File: config.mk
export PLATFORM = sky130hd
export DESIGN_NAME = busio
export DESIGN_NICKNAME = d
export VERILOG_FILES = /design/src/rtl/busio.sv
export SDC_FILE = /design/constraint.sdc
export NUM_CORES = 1
export LEC_CHECK = 0
export ABC_AREA = 1
export CORE_MARGIN = 1
export CORE_UTILIZATION = 52
export DETAILED_ROUTE_END_ITERATION = 6
export MAX_ROUTING_LAYER = met4
export PLACE_DENSITY = 0.82
export SETUP_SLACK_MARGIN = 0.3
export SYNTH_ARGS = -nofsm -noshare
export SYNTH_HDL_FRONTEND = slang
export SYNTH_SLANG_ARGS = --single-unit
File: constraint.sdc
create_clock -name clk -period 2.21 [get_ports clk]
set_input_delay 0.3315 -clock clk [delete_from_list [all_inputs] [get_ports clk]]
set_output_delay 0.3315 -clock clk [all_outputs]
set_load 0.01 [all_outputs]
File: src/rtl/busio.sv
// Bus front-end: one outstanding ext bus transaction serving a fetch port and a data port.
// BUSIO_FETCH_BUFFER_EN keeps the fetch buffer valid across hits; undefined, each hit is consumed once.
module busio (
    input  logic        clk,
    input  logic        reset,
    input  logic [31:0] fetch_address,
    output logic [31:0] fetch_data,
    output logic        fetch_ready,
    input  logic [31:0] mem_address,
    input  logic [31:0] mem_store_data,
    input  logic [1:0]  mem_size,
    input  logic        mem_signed,
    input  logic        mem_load,
    input  logic        mem_store,
    output logic [31:0] mem_load_data,
    output logic        mem_ready,
    output logic        ext_valid,
    input  logic        ext_ready,
    output logic [31:0] ext_address,
    output logic        ext_write,
    output logic [3:0]  ext_strobe,
    output logic [31:0] ext_write_data,
    input  logic [31:0] ext_read_data
);
    typedef enum logic [1:0] {IDLE, FETCH, MEM} state_t;

    state_t      r_state;
    logic [31:0] r_fb_tag, r_fb_data;
    logic        r_fb_valid;
    logic [31:0] r_mb_addr, r_mb_sdata, r_mb_result;
    logic [1:0]  r_mb_size;
    logic        r_mb_signed, r_mb_load, r_mb_store, r_mb_valid;
    logic        r_ext_valid, r_ext_write;
    logic [31:0] r_ext_address, r_ext_write_data;
    logic [3:0]  r_ext_strobe;

    logic        w_mem_req, w_mem_match, w_fetch_hit, w_misaligned, w_fb_consume;
    logic [3:0]  w_strobe;
    logic [31:0] w_wdata, w_load_ext;
    logic [7:0]  w_byte;
    logic [15:0] w_half;

    assign w_mem_req   = mem_load | mem_store;
    assign w_mem_match = r_mb_valid && (r_mb_addr == mem_address) && (r_mb_size == mem_size)
                         && (r_mb_signed == mem_signed) && (r_mb_load == mem_load)
                         && (r_mb_store == mem_store) && (r_mb_sdata == mem_store_data);
    assign w_fetch_hit = r_fb_valid && (r_fb_tag == fetch_address);
    assign w_misaligned = (mem_size == 2'd3) || ((mem_size == 2'd1) && mem_address[0])
                          || ((mem_size == 2'd2) && (mem_address[1:0] != 2'b00));

`ifdef BUSIO_FETCH_BUFFER_EN
    assign w_fb_consume = 1'b0;
`else
    assign w_fb_consume = w_fetch_hit;
`endif

    always_comb begin
        w_strobe = 4'b1111;
        w_wdata  = mem_store_data;
        case (mem_size)
            2'd0: begin
                w_strobe = 4'b0001 << mem_address[1:0];
                w_wdata  = {4{mem_store_data[7:0]}};
            end
            2'd1: begin
                w_strobe = 4'b0011 << mem_address[1:0];
                w_wdata  = {2{mem_store_data[15:0]}};
            end
            default: ;
        endcase
    end

    // Lane selection uses the captured request, since the inputs may have moved on.
    always_comb begin
        case (r_mb_addr[1:0])
            2'd0:    w_byte = ext_read_data[7:0];
            2'd1:    w_byte = ext_read_data[15:8];
            2'd2:    w_byte = ext_read_data[23:16];
            default: w_byte = ext_read_data[31:24];
        endcase
        w_half = r_mb_addr[1] ? ext_read_data[31:16] : ext_read_data[15:0];
        case (r_mb_size)
            2'd0:    w_load_ext = {{24{r_mb_signed & w_byte[7]}}, w_byte};
            2'd1:    w_load_ext = {{16{r_mb_signed & w_half[15]}}, w_half};
            default: w_load_ext = ext_read_data;
        endcase
    end

    always_ff @(posedge clk or negedge reset) begin
        if (!reset) begin
            r_state          <= IDLE;
            r_fb_tag         <= '0;
            r_fb_data        <= '0;
            r_fb_valid       <= 1'b0;
            r_mb_addr        <= '0;
            r_mb_sdata       <= '0;
            r_mb_result      <= '0;
            r_mb_size        <= '0;
            r_mb_signed      <= 1'b0;
            r_mb_load        <= 1'b0;
            r_mb_store       <= 1'b0;
            r_mb_valid       <= 1'b0;
            r_ext_valid      <= 1'b0;
            r_ext_write      <= 1'b0;
            r_ext_address    <= '0;
            r_ext_write_data <= '0;
            r_ext_strobe     <= '0;
        end else begin
            if (w_fb_consume)
                r_fb_valid <= 1'b0;
            case (r_state)
                IDLE: begin
                    if (w_mem_req && !w_mem_match) begin
                        r_mb_addr   <= mem_address;
                        r_mb_sdata  <= mem_store_data;
                        r_mb_size   <= mem_size;
                        r_mb_signed <= mem_signed;
                        r_mb_load   <= mem_load;
                        r_mb_store  <= mem_store;
                        if (w_misaligned) begin
                            r_mb_result <= '0;
                            r_mb_valid  <= 1'b1;
                        end else begin
                            r_mb_valid       <= 1'b0;
                            r_ext_valid      <= 1'b1;
                            r_ext_address    <= {mem_address[31:2], 2'b00};
                            r_ext_write      <= mem_store;
                            r_ext_strobe     <= w_strobe;
                            r_ext_write_data <= w_wdata;
                            r_state          <= MEM;
                        end
                    end else if (!w_fetch_hit) begin
                        // Tag is claimed at issue; a moved fetch_address simply mismatches after the fill.
                        r_fb_tag         <= fetch_address;
                        r_fb_valid       <= 1'b0;
                        r_ext_valid      <= 1'b1;
                        r_ext_address    <= {fetch_address[31:2], 2'b00};
                        r_ext_write      <= 1'b0;
                        r_ext_strobe     <= 4'b1111;
                        r_ext_write_data <= '0;
                        r_state          <= FETCH;
                    end
                end
                FETCH: begin
                    if (ext_ready) begin
                        r_fb_data   <= ext_read_data;
                        r_fb_valid  <= 1'b1;
                        r_ext_valid <= 1'b0;
                        r_state     <= IDLE;
                    end
                end
                MEM: begin
                    if (ext_ready) begin
                        r_mb_result <= r_ext_write ? 32'd0 : w_load_ext;
                        r_mb_valid  <= 1'b1;
                        r_ext_valid <= 1'b0;
                        r_state     <= IDLE;
                        if (r_ext_write && (r_fb_tag[31:2] == r_ext_address[31:2]))
                            r_fb_valid <= 1'b0;
                    end
                end
                default: r_state <= IDLE;
            endcase
        end
    end

    assign fetch_ready    = w_fetch_hit;
    assign fetch_data     = r_fb_data;
    assign mem_ready      = !w_mem_req || w_mem_match;
    assign mem_load_data  = r_mb_result;
    assign ext_valid      = r_ext_valid;
    assign ext_address    = r_ext_address;
    assign ext_write      = r_ext_write;
    assign ext_strobe     = r_ext_strobe;
    assign ext_write_data = r_ext_write_data;
endmodule

== Word-level counts from Yosys, hierarchy flattened ==
Index checks and enable logic that the tools add are counted.
Word-level totals
  bits in registers: 239
  input port bits: 136
  output and inout bits: 136
  logic and storage cells: 123
Cells by class
  equal/unequal tests: 24
  shift operators: 2
  muxes and demuxes: 43
  bitwise gates (word level): 5
  reduce and logical (&&, ||, !) cells: 32
Operator list (count)
  2-to-1 mux 32 bit: 10
  one-hot mux 32 bit (2 select lines): 3
  equality test 32 bit: 3
  equality test 30 bit: 1
  one-hot mux 8 bit (3 select lines): 1
  2-to-1 mux 1 bit: 16
  2-to-1 mux 16 bit: 1
  2-to-1 mux 4 bit: 3
  AND reduction 3 bit: 4
  logical AND 1 bit: 11
  equality test 2 x 1 -> 1 bit, second input constant: 4
  equality test 2 bit, second input constant: 4
  zero test 2 bit: 4
  2-to-1 mux 2 bit: 4
  inequality test 2 bit, second input constant: 4
  one-hot mux 4 bit (2 select lines): 1
  AND reduction 4 bit: 2
  inequality test 3 bit, second input constant: 2
  nonzero test 2 bit: 3
  inequality test 2 x 1 -> 1 bit, second input constant: 2
  one-hot mux 1 bit (2 select lines): 2
  one-hot mux 2 bit (2 select lines): 1
  AND reduction 2 bit: 2
  left shift 1 x 2 -> 4 bit, first input constant: 1
  other kinds (10): 17

== Longest topological paths before layout ==
Gate-level depths: netlist of the first run.
  depth in word-level cells: 11
  gate-level depth with buffers: 19

== Worst setup path before layout of the first run ==
No wires, ideal clock.
  path kind: register to register
  start: reg r_mb_addr[1]
  end: reg r_mb_sdata[6]
  library setup time: 0.124 ns
  arrival time: 1.779 ns
  slack: 0.307 ns
  cell stages (with the launch flop): 17
  buffers on the path: 3
  period minus slack after synthesis: 1.903 ns
  cell sequence: dfrtp_1 buf_4 nand2_1 nand2_1 nor2_1 nand2_1 nor2_1 nand2_1 nor2_1 nand3_1 nand2_2 nor2_2 inv_2 buf_4 buf_2 nor2_1 o21bai_1
Between the ends
  longest elaborated chain between the ends: 10
RTL lines
  start: declaration: line 30  | logic [31:0] r_mb_addr, r_mb_sdata, r_mb_result;
  start signal: assignment: line 114  | r_mb_addr <= mem_address;
  equality test 32 bit: line 44  | assign w_mem_match = r_mb_valid && (r_mb_addr == mem_address) && (r_mb_size == mem_size)
  logical AND 1 bit (2 in series): line 44
  logical AND 1 bit (2 in series): line 45  | && (r_mb_signed == mem_signed) && (r_mb_load == mem_load)
  logical AND 1 bit (2 in series): line 46  | && (r_mb_store == mem_store) && (r_mb_sdata == mem_store_data);
  zero test 1 bit: line 113  | if (w_mem_req && !w_mem_match) begin
  logical AND 1 bit: line 113
  AND reduction 2 bit (no line)
  end signal: assignment: line 115  | r_mb_sdata <= mem_store_data;
  end: declaration: line 30
Every way passes these cells.
A chain may end at the register's enable or synchronous reset.

== Worst setup path after layout of the first run ==
  start: in mem_address[19]
  end: reg r_ext_address[6] (netlist: ext_address[6])
Between the ends
  longest elaborated chain between the ends: 11
  elaborated cells between the ends (all ways): 13
  classes of those cells: eq/ne (3); mux (1); reduce/logical (9)
RTL lines
  start: declaration: line 9  | input logic [31:0] mem_address,
  equality test 32 bit (*): line 44
  logical AND 1 bit (*) (2 in series): line 44
  logical AND 1 bit (*) (2 in series): line 45
  logical AND 1 bit (*) (2 in series): line 46
  zero test 1 bit (*): line 113
  logical AND 1 bit (*): line 113
  inequality test 2 bit (no line) / inequality test 2 x 1 -> 1 bit (equally long branches)
  AND reduction 3 bit (no line)
  end signal: assignment: line 126  | r_ext_address <= {mem_address[31:2], 2'b00};
  end signal: assignment: line 137  | r_ext_address <= {fetch_address[31:2], 2'b00};
  end: declaration: line 34  | logic [31:0] r_ext_address, r_ext_write_data;
Mark *: on every way between the ends. The rest lies on a longest branch, timed or not.

==> results.cfg, run 1 <==
[worst_setup_path]
slowest_delay_ps = 610
path_common_cell = nand2_1
crit_chain = clkdlybuf4s50_1, inv_1, nand2_1, nand2_1, nor2_1, nand2_1, nor2_1, nand2_1, nor2_2, nand3_2, nand2_4, buf_6, inv_2, nand2_4, nand3_4, buf_4, clkbuf_16, nand2_1, nand2_1
arrival_ps = 3000
cpMaxStageDelayCell = clkdlybuf4s50_1
cp-start-kind = input pin
endpoint_kind = flop
crit_type = in2reg
required_ps = 2630
cp_top_family = simple AND/OR/NAND/NOR gates
crit_buf_inv = 6
crit_fanout = 14

[clock_tree]
cts_tree = yes
clk_latency_ps = 540
cts_htree_levels = 1
cts_buffers = 26
cts_sinks = 237
clockBufferDepth = 3
clk_pin_slew_worst_paths_ps = 60
cts-root-buf = clkbuf_16

[grt]
grt_max_degree = 65
gr-usage-met1_pct = 46.4
grt_antenna_before_repair = 2
grtUsageMet2_pct = 59.8
met3_usage_pct = 7.45
busiest_layer = met2
track_usage_pct = 37.9
grt_pass1_vias = 13279
grt_pass1_wl_um = 69700
overflow = 0

[drt]
antenna_left = 0
vias = 13940
drtIter0Drc = 1325
drt_wl_total_um = 49200
dr.pass1.iters = 6
remaining_drc_errors = 0
routed_via_density = 5.61
wire_per_inst_um = 19.8

[timing]
fmax_mhz = 388
hold_violations = 0
finalClockSkew_ps = 23.6
worstMarginPinSlew_ps = 572
fin_crit_ps = 2580
slew_headroom_pct = 61.9
grt_setup_unrepaired = true
setup_ws_ps = -370
timing.final.crit_share_pct = 117
setup_tns_ps = -55190
slew_viol_final = 0
setup_viol = 207

[cells_and_area]
fin_cells = 2483
seq_area_um2 = 5930
nNetsFinal = 2282
design_area_um2 = 19200
multi_input_area_um2 = 6050
area_growth_pct = 54.1
fill_cells = 1408
drive_gt1_share_pct = 20.2

[yosys]
yosysTopAreaCell = dfrtp_1
synth_edf_count = 0
synth_seq_cells = 237
yosysMostFrequentCell = nand2_1
synthAdderAreaFrac_pct = 0.402
synth_cells = 1708
synth_compound_area_share_pct = 11.7
synth_ff_type = dfrtp_1
synth.distinct_cells = 35
synth_top_family_by_area = simple AND/OR/NAND/NOR gates
synth_mux_area_share_pct = 0.633
syn_area_um2 = 12400
synth_simple_gate_area_share_pct = 27.8
async_flop_share_pct = 100
synthTopCellsByArea = dfrtp_1 48%, nand2_1 21%, o21ai_0 8.2%
ys_warn_count = 0
synth_xor_area_share_pct = 2.96
seq_area_frac_synth_pct = 47.6
yosysTopAreaCellShare_pct = 47.6
yosys-top-cells-count = 680 x nand2_1, 237 x dfrtp_1, 204 x o21ai_0, 198 x inv_1, 86 x nor2_1
syn_area_per_cell_um2 = 7.29

[floorplan]
top_level_ports = 272
rows = 56
die_x_um = 157
core_area_um2 = 23500
initial_utilization_pct = 53.0
fp.dieH_um = 157
die-area_um2 = 24600

[job]
cap_violations = 0

[pwr]
power_density_nw_per_um2 = 1400
finalPower_mw = 26.8
p_leak_nw = 9.58
vdd_drop_max_mv = 0.800

[placed_design]
io_buffers = 269
dpl_cell_area_um2 = 16600
dp_hpwl_um = 29700
dp.cells = 2382
place_congestion = 0.958

[status]
violations = negative setup slack
status = complete, but fails checks

[min_path]
worstHoldPathType = in2reg
power by group:
group | internal, mW | leakage, nW | switching (mW)
Clock | 3.00 | 0.472 | 1.89
Combinational | 6.62 | 6.13 | 7.47
Sequential | 6.27 | 2.98 | 1.53
cell usage in the layout, fill, tap and decap left out, types with 16 or more instances in the layout:
cell	netlist	routed
dfrtp_1	237	235
nand2_2	2	81
o21ai_0	204	136
clkdlybuf4s50_1	0	262
nor3_1	16	16
clkbuf_16	0	36
o21ai_1	1	50
xnor2_1	32	29
a21oi_1	26	26
nor2_1	86	68
buf_12	0	26
buf_4	4	150
nand2_1	680	582
nand2_4	0	17
inv_1	198	194
o21ai_2	0	19
nand3_1	47	39
through the flow:
step | setup slack, ps | util [%] | hold WS, ps
after CTS | -100 | 78.8 | 245
after detailed placement | -854 | 70.9 | 313
final | -370 | 81.7 | 112
after floorplan | 307 | - | 35.9
after global placement | -811 | 70.9 | 311
after global routing | -479 | 81.7 | 125
layout make-up:
| cell class | instances | share of cell area (%) |
|---|---|---|
| Inverter | 205 | 4.08 |
| Clock buffer | 41 | 4.27 |
| Antenna cell | 2 | 0.0261 |
| Multi-Input combinational cell | 1195 | 31.5 |
| Timing Repair Buffer | 477 | 26.4 |
| Sequential cell | 237 | 30.9 |
| Clock inverter | 7 | 0.724 |
| Tap cell | 319 | 2.08 |
logic make-up after synthesis:
family | count (synthesis)
AO/OA/AOI/OAI | 271
XOR/XNOR | 42
adder cells (fa/ha/maj) | 4
buffers and inverters | 277
flip-flops | 237
multiplexers | 7
other | 1
AND/OR/NAND/NOR | 869
flip-flops by register name, summed over array words and instances, names as in the netlist:
name	cells
ext_write_data	32
r_mb_load	1
ext_strobe	4
fetch_data	32
r_mb_addr	32
r_mb_valid	1
r_fb_valid	1
ext_write	1
ext_valid	1
mem_load_data	32
r_state	2
r_fb_tag	32
r_mb_size	2
r_mb_signed	1
r_mb_store	1
ext_address	30
r_mb_sdata	32
worst register-to-register path: stages, from the launching register on:
cell	delay, ps
dfrtp_1	350
inv_1	80
nand2_1	100
nand2_1	80
nor2_1	100
nand2_1	70
nor2_1	170
nand2_1	130
nor2_2	140
nand3_2	110
nand2_4	120
buf_6	130
inv_2	50
nand2_4	70
nand3_4	130
buf_4	220
clkbuf_16	190
nand2_1	80
nand2_1	60
final timing paths:
check	start	endpoint	slack, ps	cells past startpoint
setup / recovery	mem_address[19]	ext_address[6]$_DFFE_PN0P_	-370	19
hold / removal	mem_address[9]	r_mb_addr[9]$_DFFE_PN0P_	110	3
setup reg to reg	r_mb_addr[31]$_DFFE_PN0P_	ext_address[6]$_DFFE_PN0P_	-290	18
hold reg to reg	mem_load_data[15]$_DFFE_PN0P_	mem_load_data[15]$_DFFE_PN0P_	480	2
max in group asynchronous	reset	ext_address[19]$_DFFE_PN0P_	1150	3
min in group asynchronous	reset	mem_load_data[29]$_DFFE_PN0P_	330	2
repair_timing:
item	CTS	global route
endpoints found under the hold margin	59	0
cloned	12	10
pin swaps	36	28
endpoints found under the setup margin	208	209
resized for setup	179	130
buffers inserted	18	10
hold buffers	1	0
per-layer routing:
metal,vias up,routed length (um)
met5,-,0
met2,932,22900
met4,0,3210
li1,6236,-
met3,253,4970
met1,6519,18200
Power figures use the tool's default switching activity.
==> inputs of run 2 (changes only) <==
CORE_UTILIZATION = 43   (was 52)
PLACE_DENSITY = 0.7   (was 0.82)
==> run 2 against run 1 <==
The flow finishes with violations (design-rule violations, negative setup slack); combinational power increased by 5%; clock power down 3%; global-route usage fell by 9.0 points; sequential power about the same; first-iteration DRC count fell by 6.4%; die area rose by 21%; final cell count grew 2.8%; power is 2.0% higher; largest cell class unchanged.
==> results.cfg, run 2 (same netlist as run 1, synthesis figures left out) <==
[grt]
grt_pass1_vias = 12023
grt_antenna_before_repair = 2
track_usage_pct = 28.9
grt_max_degree = 59
gr-usage-met1_pct = 38.7
busiest_layer = met2
overflow = 0
grtUsageMet2_pct = 45.8
grt_pass1_wl_um = 64200
met3_usage_pct = 3.75

[pwr]
vdd_drop_max_mv = 0.729
power_density_nw_per_um2 = 1390
finalPower_mw = 27.3
swShare_pct = 40.6
comb_power_share_pct = 54.0
seqPwrFrac_pct = 28.7
p_sw_mw = 11.1
clockPowerShare_pct = 17.3
p_int_mw = 16.2
p_leak_nw = 9.84

[cells_and_area]
nNetsFinal = 2292
area_growth_pct = 58.2
drive_gt1_share_pct = 22.8
multi_input_area_um2 = 6310
fill_cells = 2161
layout_common_cells = 551 x nand2_1, 262 x clkdlybuf4s50_1, 236 x dfrtp_1
final_common_cell = nand2_1
seq_area_um2 = 5930

[floorplan]
top_level_ports = 272
rows = 61
initial_utilization_pct = 44.2
die-area_um2 = 29600
die_x_um = 172
fp.dieH_um = 172
core_area_um2 = 28200

[timing]
slew_viol_final = 0
timing.final.crit_share_pct = 110
fmax_mhz = 413
fin_crit_ps = 2420
hold_violations = 0
grt_setup_unrepaired = true
worstMarginPinSlew_ps = 517
setup_viol = 154
finalClockSkew_ps = 13.1
slew_headroom_pct = 65.2
setup_ws_ps = -212

[worst_setup_path]
required_ps = 2640
cp-start-kind = input pin
cpMaxStageDelayCell = clkdlybuf4s50_1
path_common_cell = nand2_1
endpoint_kind = flop
crit_fanout = 5
slowest_delay_ps = 550
arrival_ps = 2850
crit_chain = clkdlybuf4s50_1, inv_1, nand2_1, nand2_1, nor2_2, nand2_1, nor2_1, nand2_1, nor2_2, nand3_2, nand2_4, buf_6, inv_4, nand2_4, nand3_4, buf_12, buf_12, clkbuf_16, nand2_4, nand2_2
crit_type = in2reg

[drt]
antenna_left = 0
dr.pass1.iters = 7
drt_wl_total_um = 48300
drtIter0Drc = 1240
routed_via_density = 5.29
wire_per_inst_um = 18.9
remaining_drc_errors = 5
vias = 13504

[clock_tree]
clockBufferDepth = 3
cts_tree = yes
cts_htree_levels = 1
clk_latency_ps = 540
cts_buffers = 26
cts_sinks = 237
clk_pin_slew_worst_paths_ps = 60
cts-root-buf = clkbuf_16

[placed_design]
place_congestion = 0.940
dp_hpwl_um = 30200
pre_cts_slack_ps = -678
io_buffers = 269

[min_path]
worstHoldPathType = in2reg

[status]
violations = design-rule violations, negative setup slack
status = complete, but fails checks

[job]
cap_violations = 0
==> run 2: routing by layer <==
| layer | vias up | part of all wire [%] |
|---|---|---|
| li1 | 6268 | - |
| met1 | 6425 | 41 |
| met2 | 692 | 47 |
| met3 | 119 | 8.2 |
| met4 | 0 | 3.6 |
| met5 | - | 0 |
==> run 2: worst paths after layout <==
path                                              start                           end  slack (ps)  cells past startpoint
max reg2reg                   r_mb_addr[17]$_DFFE_PN0P_   ext_address[11]$_DFFE_PN0P_        -190                     19
min reg2reg                mem_load_data[7]$_DFFE_PN0P_  mem_load_data[7]$_DFFE_PN0P_         470                      2
min in group asynchronous                         reset     r_mb_addr[27]$_DFFE_PN0P_         300                      2
max in group asynchronous                         reset      r_mb_addr[6]$_DFFE_PN0P_        1230                      3
min                                      mem_address[6]      r_mb_addr[6]$_DFFE_PN0P_         120                      3
max                                     mem_address[17]   ext_address[11]$_DFFE_PN0P_        -210                     20
==> run 2: worst max-delay path: cells and delay by family <==
family	cells	cell delay [ps]
AND/OR/NAND/NOR	13	1240
buffers and inverters	7	1260
==> run 2: power by group through the flow <==
stage                     sequential (mW)  clock (mW)  combinational (mW)
after floorplan                      7.86           0                5.19
after global placement               7.63           0                10.3
after detailed placement             7.66           0                10.5
after CTS                            7.63        4.73                11.3
after global routing                 8.01        4.90                15.8
final                                7.83        4.72                14.8
==> run 2: layout make-up <==
class,instances,area share [%]
multi-input combinational,1195,32.0
sequential,237,30.1
timing repair buffer,487,26.7
clock buffer,40,4.08
inverter,205,4.01
tap,378,2.40
clock inverter,8,0.597
antenna,2,0.0254
==> run 2: through the flow <==
step                hold slack (ps)  area (um2)  TNS, ps  utilization [%]  std cells
detailed placement              268       16700  -114880             59.3       2442
CTS                             299       18000    -2890             63.9       2505
global placement                269       16700  -104490             59.3       2442
global route                    156       19700   -34270             69.9       2552
floorplan                      35.9       12500        0                -       1709
finish                          121       19700   -15690             69.9       2552
==> run 2: timing repair <==
item	4_1_cts	5_1_grt
endpoints found under the setup margin	208	208
resized for setup	61	337
hold endpoints to repair	42	0
setup buffers	9	15
hold buffers	1	0
cloned	5	30
pin swaps	17	41
==> inputs of run 3 (changes only) <==
CAP_MARGIN = 20   (was default)
HOLD_SLACK_MARGIN = 0.03   (was default)
==> results of run 3 <==
Same layout as run 2: the final DEF is identical, and so are final timing and power.
